<file path="config.mk">
export PLATFORM = sky130hd
export DESIGN_NAME = fp_compare_pipe
export DESIGN_NICKNAME = d
export VERILOG_FILES = /design/src/rtl/fp_compare_pkg.sv /design/src/rtl/fp_compare_lane.sv /design/src/rtl/fp_compare_pipe.sv
export SDC_FILE = /design/constraint.sdc
export NUM_CORES = 1
export LEC_CHECK = 0
export ABC_CLOCK_PERIOD_IN_PS = 1700
export BUFFER_PORTS_ARGS = -buffer_cell sky130_fd_sc_hd__buf_2
export CORE_MARGIN = 2
export CORE_UTILIZATION = 50
export CTS_BUF_LIST = sky130_fd_sc_hd__clkbuf_4 sky130_fd_sc_hd__clkbuf_8
export CTS_CLUSTER_DIAMETER = 120
export CTS_CLUSTER_SIZE = 24
export DETAILED_ROUTE_END_ITERATION = 6
export GPL_TIMING_DRIVEN = 0
export PLACE_DENSITY_LB_ADDON = 0.15
export SKIP_CTS_REPAIR_TIMING = 1
export SYNTH_ARGS = -nofsm -noshare
export SYNTH_HDL_FRONTEND = slang
export SYNTH_HIERARCHICAL = 1
export SYNTH_SLANG_ARGS = --single-unit
</file>
<file path="constraint.sdc">
create_clock -name clk -period 1.7 [get_ports clk]
set_clock_uncertainty 0.2 [all_clocks]
set_input_delay 0.34 -clock clk [delete_from_list [all_inputs] [get_ports clk]]
set_output_delay 0.34 -clock clk [all_outputs]
set_load 0.01 [all_outputs]
</file>
<file path="src/rtl/fp_compare_pkg.sv">
// Shared definitions for the pipelined IEEE-754 single-precision comparator:
// op encodings and small classification helpers used by every lane.
package fp_compare_pkg;

    typedef enum logic [1:0] {
        FCMP_LT    = 2'd0,
        FCMP_LE    = 2'd1,
        FCMP_EQ    = 2'd2,
        FCMP_UNORD = 2'd3
    } fcmp_op_e;

    function automatic logic fp_is_nan(input logic [31:0] x);
        return (x[30:23] == 8'hFF) && (x[22:0] != 23'd0);
    endfunction

    function automatic logic fp_is_snan(input logic [31:0] x);
        return fp_is_nan(x) && (x[22] == 1'b0);
    endfunction

    // Maps a non-NaN float onto an unsigned key whose integer order is the float order
    // (negatives inverted so larger magnitude sorts lower, positives lifted above them).
    function automatic logic [31:0] fp_order_key(input logic [31:0] x);
        return x[31] ? ~x : (x ^ 32'h8000_0000);
    endfunction

endpackage

</file>
<file path="src/rtl/fp_compare_lane.sv">
// Combinational single-lane IEEE-754 single-precision compare with invalid-operation flag.
module fp_compare_lane
    import fp_compare_pkg::*;
(
    input  logic [31:0] a,
    input  logic [31:0] b,
    input  fcmp_op_e    op,
    output logic        q,
    output logic        invalid
);

    logic any_nan_s;
    logic any_snan_s;
    logic both_zero_s;
    logic lt_s;
    logic eq_s;

    assign any_nan_s   = fp_is_nan(a) || fp_is_nan(b);
    assign any_snan_s  = fp_is_snan(a) || fp_is_snan(b);
    // +0 and -0 differ only in the sign bit and must compare equal.
    assign both_zero_s = ((a[30:0] | b[30:0]) == 31'd0);
    assign eq_s        = both_zero_s || (a == b);
    assign lt_s        = !both_zero_s && (fp_order_key(a) < fp_order_key(b));

    // Result and flag selection by compare mode; NaN operands force unordered behaviour.
    always_comb begin
        q       = 1'b0;
        invalid = 1'b0;
        case (op)
            FCMP_LT: begin
                q       = any_nan_s ? 1'b0 : lt_s;
                invalid = any_nan_s;
            end
            FCMP_LE: begin
                q       = any_nan_s ? 1'b0 : (lt_s || eq_s);
                invalid = any_nan_s;
            end
            FCMP_EQ: begin
                q       = any_nan_s ? 1'b0 : eq_s;
                invalid = any_snan_s;
            end
            FCMP_UNORD: begin
                q       = any_nan_s;
                invalid = any_snan_s;
            end
            default: begin
                q       = 1'b0;
                invalid = 1'b0;
            end
        endcase
    end

endmodule

</file>
<file path="src/rtl/fp_compare_pipe.sv">
// LANES-wide IEEE-754 compare with a LATENCY-deep valid/ready pipeline; any output
// backpressure freezes the whole pipe.
module fp_compare_pipe
    import fp_compare_pkg::*;
#(
    parameter int LANES   = 1,
    parameter int LATENCY = 2
) (
    input  logic                  clk,
    input  logic                  rst_n,
    input  logic                  in_valid,
    output logic                  in_ready,
    input  logic [1:0]            op,
    input  logic [32*LANES-1:0]   a,
    input  logic [32*LANES-1:0]   b,
    output logic                  out_valid,
    input  logic                  out_ready,
    output logic [LANES-1:0]      q,
    output logic [LANES-1:0]      invalid
);

    logic [LANES-1:0]   lane_q_s;
    logic [LANES-1:0]   lane_inv_s;
    logic               stall_s;
    logic [LATENCY-1:0] vld_r;
    logic [LANES-1:0]   q_r   [LATENCY];
    logic [LANES-1:0]   inv_r [LATENCY];

    for (genvar g = 0; g < LANES; g++) begin : g_lane
        fp_compare_lane u_lane (
            .a       (a[32*g +: 32]),
            .b       (b[32*g +: 32]),
            .op      (fcmp_op_e'(op)),
            .q       (lane_q_s[g]),
            .invalid (lane_inv_s[g])
        );
    end

    assign stall_s   = vld_r[LATENCY-1] && !out_ready;
    assign in_ready  = !stall_s;
    assign out_valid = vld_r[LATENCY-1];
    assign q         = q_r[LATENCY-1];
    assign invalid   = inv_r[LATENCY-1];

    // Stage registers: load stage 1 from the lanes, shift the rest, hold everything on stall.
    always_ff @(posedge clk or negedge rst_n) begin
        if (!rst_n) begin
            vld_r <= '0;
            for (int i = 0; i < LATENCY; i++) begin
                q_r[i]   <= '0;
                inv_r[i] <= '0;
            end
        end else if (!stall_s) begin
            vld_r[0] <= in_valid;
            q_r[0]   <= in_valid ? lane_q_s   : '0;
            inv_r[0] <= in_valid ? lane_inv_s : '0;
            for (int i = 1; i < LATENCY; i++) begin
                vld_r[i] <= vld_r[i-1];
                q_r[i]   <= q_r[i-1];
                inv_r[i] <= inv_r[i-1];
            end
        end
    end

endmodule

</file>
==> results of run 1 <==
state kept, by name, summed over array words and instances (netlist names):
name and count:
vld_r 2, inv_r 1, q 1, invalid 1
q_r 1
worst max-delay path by stage:
stage              to  cells past startpoint
2_1_floorplan  q_r[1]                     12
3_3_place_gp   q_r[1]                     13
3_5_place_dp   q_r[1]                     13
4_1_cts        q_r[1]                     13
5_1_grt        q_r[1]                     13
6_report       q_r[1]                     13
cells by family after synthesis:
kind of cell	synth area share, %
fa+ha+maj	31.66
buf+inv	11.70
flops	6.129
compound gates	8.785
mux	3.064
simple gates	16.50
xor+xnor	22.17
worst reg2reg max path, cell delays in order (launching register included):
cell	delay, ns
dfrtp_1	0.39
nand2b_4	0.08
buf_6	0.13
mux2_4	0.30
layout by cell type (no fill, tap or decap), types with 2 or more instances in the layout:
| cell | netlist | final |
|---|---|---|
| mux2_4 | 3 | 3 |
| ha_1 | 62 | 62 |
| dfrtp_1 | 6 | 6 |
| a21o_1 | 4 | 4 |
| buf_2 | 1 | 71 |
| nor2b_1 | 2 | 2 |
| xnor2_1 | 31 | 30 |
| inv_1 | 65 | 65 |
| clkbuf_8 | 0 | 3 |
| o21ai_2 | 0 | 3 |
| nor3_1 | 2 | 2 |
| nor2_1 | 5 | 5 |
| buf_8 | 0 | 3 |
| o21ai_0 | 5 | 4 |
| nor4_1 | 19 | 12 |
| xor2_1 | 31 | 31 |
| nor4_2 | 0 | 6 |
| buf_6 | 1 | 4 |
| mux2i_1 | 3 | 3 |
| o21ai_1 | 4 | 2 |
| nand4_1 | 20 | 20 |
| nand2_1 | 10 | 9 |
| a21oi_1 | 15 | 15 |
| nand3_1 | 3 | 3 |
final cells by class:
cell class | count | area share, %
timing repair buffer | 73 | 11.92
sequential | 6 | 4.798
multi-input combinational | 234 | 67.17
tap | 67 | 2.679
inverter | 65 | 7.797
buffer | 9 | 4.318
clock buffer | 3 | 1.319
routing by layer:
metal  global-route usage [%]  up-vias
li1                         -     1234
met1                    30.29     1100
met2                    43.65       64
met3                   0.8130        4
met4                    3.838        0
met5                        0        -
power groups by stage:
| stage | sequential (mW) | clock [mW] | combinational, mW |
|---|---|---|---|
| after global placement | 0.165 | 0 | 0.771 |
| final | 0.164 | 0.211 | 0.822 |
| after global routing | 0.165 | 0.222 | 0.930 |
| after CTS | 0.164 | 0.214 | 0.800 |
| after floorplan | 0.168 | 0 | 0.518 |
| after detailed placement | 0.165 | 0 | 0.796 |
==> impl_metrics.ini, run 1 <==
[worst_setup_path]
crit_family = compound AO/OA/AOI/OAI gates
crit_type = in -> reg
r2r_slack_ns = 0.48
slowest_stage = ha_1
rr_endpoint = vld_r[0]
reg2reg_from = vld_r[1]
arrival_ns = 2.53
critPathBufInv = 3
endpoint_kind = flop
crit_path_max_fanout = 10
r2r_cells = 3
slowest_delay_ns = 0.33
crit_required_ns = 1.60
critPathLaunchType = input pin
crit_chain = buf_4 > clkbuf_16 > buf_12 > xnor2_2 > ha_1 > and4_4 > nand2_2 > a21o_1 > a2111oi_4 > o21ai_2 > a221o_1 > nand2_1 > mux2i_1
critPathLaunch = b[31]

[power]
clockPowerShare_pct = 17.6
power_density_nw_per_um2 = 382.3
seqPwrFrac_pct = 13.7
p_comb_share_pct = 68.7
power_mw = 1.196
ir_worst_vdd_mv = 0.2761
leakage_nw = 1.659
p_int_mw = 0.6963
p_sw_mw = 0.5000
switching_share_pct = 41.80

[synthesis]
yosys-top-cells-count = 65 x inv_1, 62 x ha_1, 31 x xnor2_1, 31 x xor2_1, 20 x nand4_1
synth_top_cell_area_share_pct = 31.66
synth_top_area_cell = ha_1
avgSynthCellArea_um2 = 7.802
netlist_area_um2 = 2450
synthCells = 314
yosysWarnings = 6
synth-edff-count = 0
synth_area_leaders = ha_1 32%, xnor2_1 11%, xor2_1 11%, inv_1 10%, dfrtp_1 6.1%
seq_area_frac_synth_pct = 6.129
synth_ff_type = dfrtp_1
ys_seq_elements = 6
syn-num-nets = 446
yosysUniqueCellTypes = 36
yosysMostFrequentCell = inv_1
async_reset_ff_share_pct = 100.0

[place]
place_congestion = 0.9486
dp_cells = 453
pre_cts_slack_ns = -1.191
port_buffers = 72
dpl_cell_area_um2 = 2994
dpl.hpwl_mm = 5.570

[floorplan]
die_area_um2 = 5475
core_area_um2 = 4723
fp.dieH_um = 74.00
ios = 74
fp-row-count = 25
die_x_um = 74.00
start_util_pct = 51.87

[drt]
wl_met2_mm = 3.256
first_pass_iters = 4
drc_errors = 0
wl_met3_um = 251
ant_nets = 0
wirelength_met1_mm = 2.912
dr.max_layer_used = met4
wl_per_cell_um = 14.13
wl_mm = 6.459
vias_per_cell = 5.256
num_vias = 2402
drt-initial-drc-count = 71

[final_layout]
layoutNonFillerInstCount = 457
final_util_pct = 66.25
n_fill_cell = 437
drive_gt1_share_pct = 26.15
regArea_um2 = 150.1
syn_to_final_growth_pct = 27.73
num_antenna_cells = 0
fin_nets = 524
multiInputGateArea_um2 = 2102
fin_area_um2 = 3129

[sta]
slew_headroom_pct = 69.09
slew_viol_final = 0
fin_hold_ws_ns = 0.1943
finalCritPeriodShare_pct = 154.4
hold_violations = 0
fin_tns_setup_ns = -0.9242
worstMarginPinSlew_ns = 0.4594
setup_viol_count_final = 1
fmax_mhz = 381.1
rsz0062_at_grt = yes
postLayoutSetupSlackWorst_ns = -0.9242
min_period_ns = 2.624

[global_route]
grt_start_max_net_pins = 11
antenna_found_initial = 0
grt_overflow_total = 0
grt_pass1_wl_mm = 10.14
track_usage_pct = 23.39
grt_pass1_vias = 2332

[clock_network]
clk_pin_slew_ns = 0.04
clk_latency_ns = 0.22
h-tree-depth = 1
cts.sinks = 6
cts_max_path_buffers = 2
cts_buffers = 3
tritoncts = yes
root_buffer = clkbuf_8

[run_status]
outcome = finished with violations
failed_checks = negative setup slack

[worst_hold_path]
worst_hold_path.num_cells = 3
hp-start = in_valid
hold_path_end = q_r[1]
hp-class = in -> reg

[run]
maxCapViolCount = 0
(Power assumes the default switching activity.)
==> run 2: changes to the inputs <==
--- a/config.mk
+++ b/config.mk
@@ -5,8 +5,8 @@
 export SDC_FILE = /design/constraint.sdc
 export NUM_CORES = 1
 export LEC_CHECK = 0
-export ABC_CLOCK_PERIOD_IN_PS = 1700
-export BUFFER_PORTS_ARGS = -buffer_cell sky130_fd_sc_hd__buf_2
+export ABC_CLOCK_PERIOD_IN_PS = 2500
+export BUFFER_PORTS_ARGS = -buffer_cell sky130_fd_sc_hd__clkbuf_2
 export CORE_MARGIN = 2
 export CORE_UTILIZATION = 50
 export CTS_BUF_LIST = sky130_fd_sc_hd__clkbuf_4 sky130_fd_sc_hd__clkbuf_8
@@ -15,6 +15,7 @@
 export DETAILED_ROUTE_END_ITERATION = 6
 export GPL_TIMING_DRIVEN = 0
 export PLACE_DENSITY_LB_ADDON = 0.15
+export RECOVER_POWER = 100
 export SKIP_CTS_REPAIR_TIMING = 1
 export SYNTH_ARGS = -nofsm -noshare
 export SYNTH_HDL_FRONTEND = slang
==> constraint.sdc (replaced) <==
create_clock -name clk -period 2.5 [get_ports clk]
set_clock_uncertainty 0.2 [all_clocks]
set_input_delay 0.5 -clock clk [delete_from_list [all_inputs] [get_ports clk]]
set_output_delay 0.5 -clock clk [all_outputs]
set_load 0.01 [all_outputs]
==> run 2 against run 1 <==
  * The run still ends with negative setup slack left
  * Count of clock-buffer cells in the layout unchanged
  * Cell count unchanged
  * Die area unchanged
  * Utilization down 1.6 points
  * Critical path depth unchanged
  * Setup slack better by 0.61 ns
  * Total power down 33%
  * Worst hold slack better by 0.080 ns
  * Design area down 2.4%
  * Global-route usage up 0.76 points
  * Sequential share of layout area up 0.12 points
  * Non-clock buffer count unchanged
==> impl_metrics.ini, run 2 (synthesis gave the netlist of run 1 again) <==
[run_status]
outcome = finished with violations
failed_checks = negative setup slack

[clock_network]
cts.sinks = 6
cts_buffers = 3
tritoncts = yes
clk_latency_ns = 0.22
h-tree-depth = 1
clk_pin_slew_ns = 0.04
cts_max_path_buffers = 2
root_buffer = clkbuf_8

[place]
dp_cells = 453
dpl.hpwl_mm = 5.520
dpl_cell_area_um2 = 2994
place_congestion = 0.9716
port_buffers = 72

[sta]
fin_tns_setup_ns = -0.3141
finalCritPeriodShare_pct = 112.6
fmax_mhz = 355.4
rsz0062_at_grt = yes
min_period_ns = 2.814
slew_viol_final = 0
slew_headroom_pct = 59.71
postLayoutSetupSlackWorst_ns = -0.3141
worstMarginPinSlew_ns = 0.5988
setup_viol_count_final = 1
fin_hold_ws_ns = 0.2741
hold_violations = 0

[floorplan]
die_area_um2 = 5475
start_util_pct = 51.87
core_area_um2 = 4723
ios = 74
fp.dieH_um = 74.00
die_x_um = 74.00
fp-row-count = 25

[power]
seqPwrFrac_pct = 13.9
switching_share_pct = 41.81
p_comb_share_pct = 67.6
clockPowerShare_pct = 18.5
leakage_nw = 1.653
power_density_nw_per_um2 = 262.9
p_sw_mw = 0.3355
p_int_mw = 0.4670
ir_worst_vdd_mv = 0.1816

[worst_setup_path]
reg2reg_from = vld_r[1]
crit_path_max_fanout = 10
critPathLaunchType = input pin
arrival_ns = 2.72
crit_chain = clkbuf_2 > clkbuf_16 > buf_12 > xnor2_2 > ha_1 > and4_1 > nand2_1 > a21o_1 > a2111oi_4 > o21ai_1 > a221o_1 > nand2_1 > mux2i_1
endpoint_kind = flop
slowest_stage = a221o_1
crit_required_ns = 2.40
crit_type = in -> reg
slowest_delay_ns = 0.34
critPathLaunch = b[31]
crit_path_frequent_cell = nand2_1

[drt]
drc_errors = 0
num_vias = 2413
ant_nets = 0
vias_per_cell = 5.280
drt-initial-drc-count = 80
wl_mm = 6.318
wl_per_cell_um = 13.82
first_pass_iters = 4

[final_layout]
final_common_cell = clkbuf_2
final_util_pct = 64.64
largest_reg_flops = 2
num_antenna_cells = 0
layoutNonFillerInstCount = 457
n_fill_cell = 438
fin_area_um2 = 3053
syn_to_final_growth_pct = 24.62
top_register = vld_r
drive_gt1_share_pct = 22.05
regArea_um2 = 150.1
multiInputGateArea_um2 = 2033
fin_nets = 524
most-common-layout-cells = 68 x clkbuf_2, 65 x inv_1, 62 x ha_1

[worst_hold_path]
hp-start = vld_r[0]
hp-class = reg -> reg

[run]
maxCapViolCount = 0

[global_route]
grt_pass1_vias = 2347
grt_start_max_net_pins = 11
grt_pass1_wl_mm = 10.38
antenna_found_initial = 0
grt_overflow_total = 0
track_usage_pct = 24.15
==> run 2: changes by cell type in the layout (fill, tap and decap cells not counted), moves of 2 or more <==
| cell | change |
|---|---|
| buf_2 | -71 |
| clkbuf_2 | +68 |
| nor4_1 | +7 |
| nor4_2 | -6 |
| clkbuf_1 | +4 |
| o21ai_2 | -3 |
| o21ai_1 | +2 |
==> run 2: per-stage QoR <==
step	power [mW]	worst slack, ns
after floorplan	0.4669	-0.1856
after global placement	0.6355	-0.5118
after detailed placement	0.6520	-0.5255
after CTS	0.8096	-0.3015
after global routing	0.8928	-0.3709
final	0.8025	-0.3141
==> run 2: final timing paths <==
path | slack, ns | cells past startpoint | end
setup / recovery | -0.31 | 13 | q_r[1]
hold / removal | 0.27 | 1 | vld_r[1]
setup reg to reg | 1.29 | 3 | vld_r[0]
hold reg to reg | 0.27 | 1 | vld_r[1]
max in group asynchronous | 1.37 | 2 | q_r[1]
min in group asynchronous | 0.49 | 2 | invalid
==> run 2: power groups by stage <==
stage | sequential (mW) | combinational, mW | clock [mW]
2_1_floorplan | 0.114 | 0.352 | 0
3_3_place_gp | 0.112 | 0.523 | 0
3_5_place_dp | 0.113 | 0.539 | 0
4_1_cts | 0.111 | 0.543 | 0.155
5_1_grt | 0.112 | 0.620 | 0.161
6_report | 0.112 | 0.542 | 0.149
==> run 2: final cells by class <==
type	instances	share of cell area, %
multi-input combinational	234	66.60
timing repair buffer	73	11.97
inverter	65	7.992
sequential	6	4.918
buffer	9	4.426
tap	67	2.746
clock buffer	3	1.352
==> run 2: worst max-delay path: cells and delay by family <==
kind | cells | cell delay [ns]
and+or+nand+nor | 3 | 0.36
muxes | 1 | 0.07
xor gates and xnor gates | 1 | 0.12
buffers and inverters | 3 | 0.40
adders and majority gates | 1 | 0.32
AOI/OAI and AO/OA | 4 | 0.93
==> run 2: per-layer routing <==
metal,up-vias,GRT usage (%),part of all wire (%)
li1,1237,-,-
met1,1103,31.76,47
met2,69,43.65,48
met3,4,1.762,4.3
met4,0,4.242,0.70
met5,-,0,0
==> run 3: changes to the inputs <==
--- a/config.mk
+++ b/config.mk
@@ -5,6 +5,7 @@
 export SDC_FILE = /design/constraint.sdc
 export NUM_CORES = 1
 export LEC_CHECK = 0
+export ABC_AREA = 1
 export ABC_CLOCK_PERIOD_IN_PS = 2500
 export BUFFER_PORTS_ARGS = -buffer_cell sky130_fd_sc_hd__clkbuf_2
 export CORE_MARGIN = 2
@@ -17,6 +18,7 @@
 export PLACE_DENSITY_LB_ADDON = 0.15
 export RECOVER_POWER = 100
 export SKIP_CTS_REPAIR_TIMING = 1
+export SKIP_LAST_GASP = 1
 export SYNTH_ARGS = -nofsm -noshare
 export SYNTH_HDL_FRONTEND = slang
 export SYNTH_HIERARCHICAL = 1
==> run 3 against run 2 <==
  * The flow now finishes without violations
  * Global-route usage is 3.1 points lower
  * Cell count is 12% higher
  * Sequential cell count stayed put
  * Sequential share of layout area is 0.13 points lower
  * Sequential power hardly changed
  * Count of clock-buffer cells in the layout stayed put
  * Setup slack better by 0.49 ns
  * First-iteration DRC count is 18% lower
  * Via count is 6.8% higher
  * Utilization is 0.48 points higher
==> impl_metrics.ini, run 3 <==
[run_status]
outcome = finished, final reports clean

[sta]
setup_viol_count_final = 0
slew_viol_final = 0
hold_violations = 0
postLayoutSetupSlackWorst_ns = 0.1789
worstMarginPinSlew_ns = 0.3517
rsz0062_at_grt = no
min_period_ns = 2.321
fmax_mhz = 430.8
slew_headroom_pct = 76.34
fin_hold_ws_ns = 0.2572
finalCritPeriodShare_pct = 92.84
fin_tns_setup_ns = 0

[global_route]
grt_pass1_vias = 2405
antenna_found_initial = 0
track_usage_pct = 21.08
grt_pass1_wl_mm = 9.584
grt_start_max_net_pins = 11
grt_overflow_total = 0

[synthesis]
yosysMostFrequentCell = nand2_1
synth_top_area_cell = ha_1
async_reset_ff_share_pct = 100.0
avgSynthCellArea_um2 = 6.882
synthCells = 370
synth_area_leaders = ha_1 30%, xnor2_1 10%, xor2_1 10%, nand2_1 9.3%, inv_1 8.0%
synth-edff-count = 0
netlist_area_um2 = 2546
yosys-top-cells-count = 63 x nand2_1, 62 x ha_1, 54 x inv_1
yosysWarnings = 6
syn-num-nets = 502
seq_area_frac_synth_pct = 5.897
synth_ff_type = dfrtp_1
yosysUniqueCellTypes = 28
ys_seq_elements = 6
synth_top_cell_area_share_pct = 30.47

[worst_setup_path]
crit_type = in -> reg
critPathLaunchType = input pin
crit_path_max_fanout = 7
arrival_ns = 2.28
crit_required_ns = 2.46
endpoint_kind = flop
r2r_cells = 3

[clock_network]
cts_max_path_buffers = 2
h-tree-depth = 1
cts_buffers = 3
tritoncts = yes
root_buffer = clkbuf_8
cts.sinks = 6
clk_pin_slew_ns = 0.04
clk_latency_ns = 0.22

[floorplan]
die_x_um = 75.36
fp.dieH_um = 75.36
die_area_um2 = 5679
ios = 74
fp-row-count = 25
start_util_pct = 52.86
core_area_um2 = 4817

[final_layout]
most-common-layout-cells = 65 x clkbuf_2, 64 x nand2_1, 62 x ha_1
syn_to_final_growth_pct = 23.19
num_antenna_cells = 0
final_common_cell = clkbuf_2
fin_nets = 581
drive_gt1_share_pct = 24.38
largest_reg_flops = 2
top_register = vld_r
fin_area_um2 = 3137

[worst_hold_path]
hp-class = reg -> reg
worst_hold_path.num_cells = 2

[power]
p_sw_mw = 0.3488
ir_worst_vdd_mv = 0.1890
clockPowerShare_pct = 17.4
seqPwrFrac_pct = 14.2
p_comb_share_pct = 68.4
leakage_nw = 1.769
p_int_mw = 0.4619
power_density_nw_per_um2 = 258.5
switching_share_pct = 43.03

[drt]
first_pass_iters = 4
drc_errors = 0
ant_nets = 0
wl_per_cell_um = 11.75
wl_met2_mm = 2.935
num_vias = 2577
wirelength_met1_mm = 2.846
wl_met3_um = 256
wl_mm = 6.038
drt-initial-drc-count = 66
dr.max_layer_used = met3
vias_per_cell = 5.014

[place]
port_buffers = 72
place_congestion = 0.8406
dpl_cell_area_um2 = 2990
dpl.hpwl_mm = 5.295
pre_cts_slack_ns = -0.2758

[run]
maxCapViolCount = 0
==> run 3: worst max-delay path: stages <==
cell and delay, ns:
buf_4 0.16, buf_12 0.15, xnor2_2 0.13, ha_1 0.33, a21oi_2 0.13, nor2_1 0.05, a211oi_1 0.16, nand2_1 0.10
nand2_1 0.07, nand2_1 0.05, nand2_1 0.08, nand3_2 0.08, a21oi_2 0.11, nand2_1 0.05, inv_1 0.04, nand2_1 0.04
nand2_1 0.05
==> run 3: through the flow <==
stage / total power [mW] / std cells / utilization [%]
after floorplan: 0.4665 / 370 / -
after global placement: 0.6240 / 509 / 62.08
after detailed placement: 0.6389 / 509 / 62.08
after CTS: 0.7846 / 512 / 62.94
after global routing: 0.9000 / 514 / 65.12
final: 0.8107 / 514 / 65.12
==> run 3: path summary, 6_finish.rpt <==
path,startpoint,endpoint,slack [ns]
hold reg to reg,vld_r[0],vld_r[1],0.26
setup / recovery,b[31],q_r[1],0.18
setup reg to reg,vld_r[1],inv_r[1],1.37
hold / removal,vld_r[0],vld_r[1],0.26
min in group asynchronous,rst_n,vld_r[1],0.51
max in group asynchronous,rst_n,inv_r[1],1.35
==> run 3: final cells by class <==
type	instances	area, µm²
Clock buffer	3	41.29
Inverter	77	290.3
Multi-Input combinational cell	279	2086
Fill cell	473	1680
Sequential cell	6	150.1
Timing Repair Buffer	75	397.9
Buffer	7	87.58
Tap cell	67	83.83
==> run 3: routing by layer <==
metal / track usage [%] / up-vias
met3: 1.323 / 0
met1: 27.66 / 1152
met5: 0 / -
li1: - / 1366
met2: 39.61 / 59
met4: 1.170 / 0
==> run 3: power by group through the flow <==
| stage | clock, mW | combinational, mW | sequential (mW) |
|---|---|---|---|
| floorplan | 0 | 0.348 | 0.118 |
| finish | 0.141 | 0.554 | 0.115 |
| global route | 0.151 | 0.633 | 0.117 |
| detailed placement | 0 | 0.522 | 0.117 |
| CTS | 0.143 | 0.526 | 0.116 |
| global placement | 0 | 0.507 | 0.117 |
==> run 3: cell families (layout without fill, tap and decap cells) <==
| kind of cell | Yosys count | after routing | synth area share (%) |
|---|---|---|---|
| simple gates | 131 | 131 | 24.18 |
| buf+inv | 85 | 162 | 13.22 |
| fa+ha+maj | 62 | 62 | 30.47 |
| xor+xnor | 60 | 60 | 20.64 |
| compound gates | 26 | 26 | 5.602 |
| flops | 6 | 6 | 5.897 |
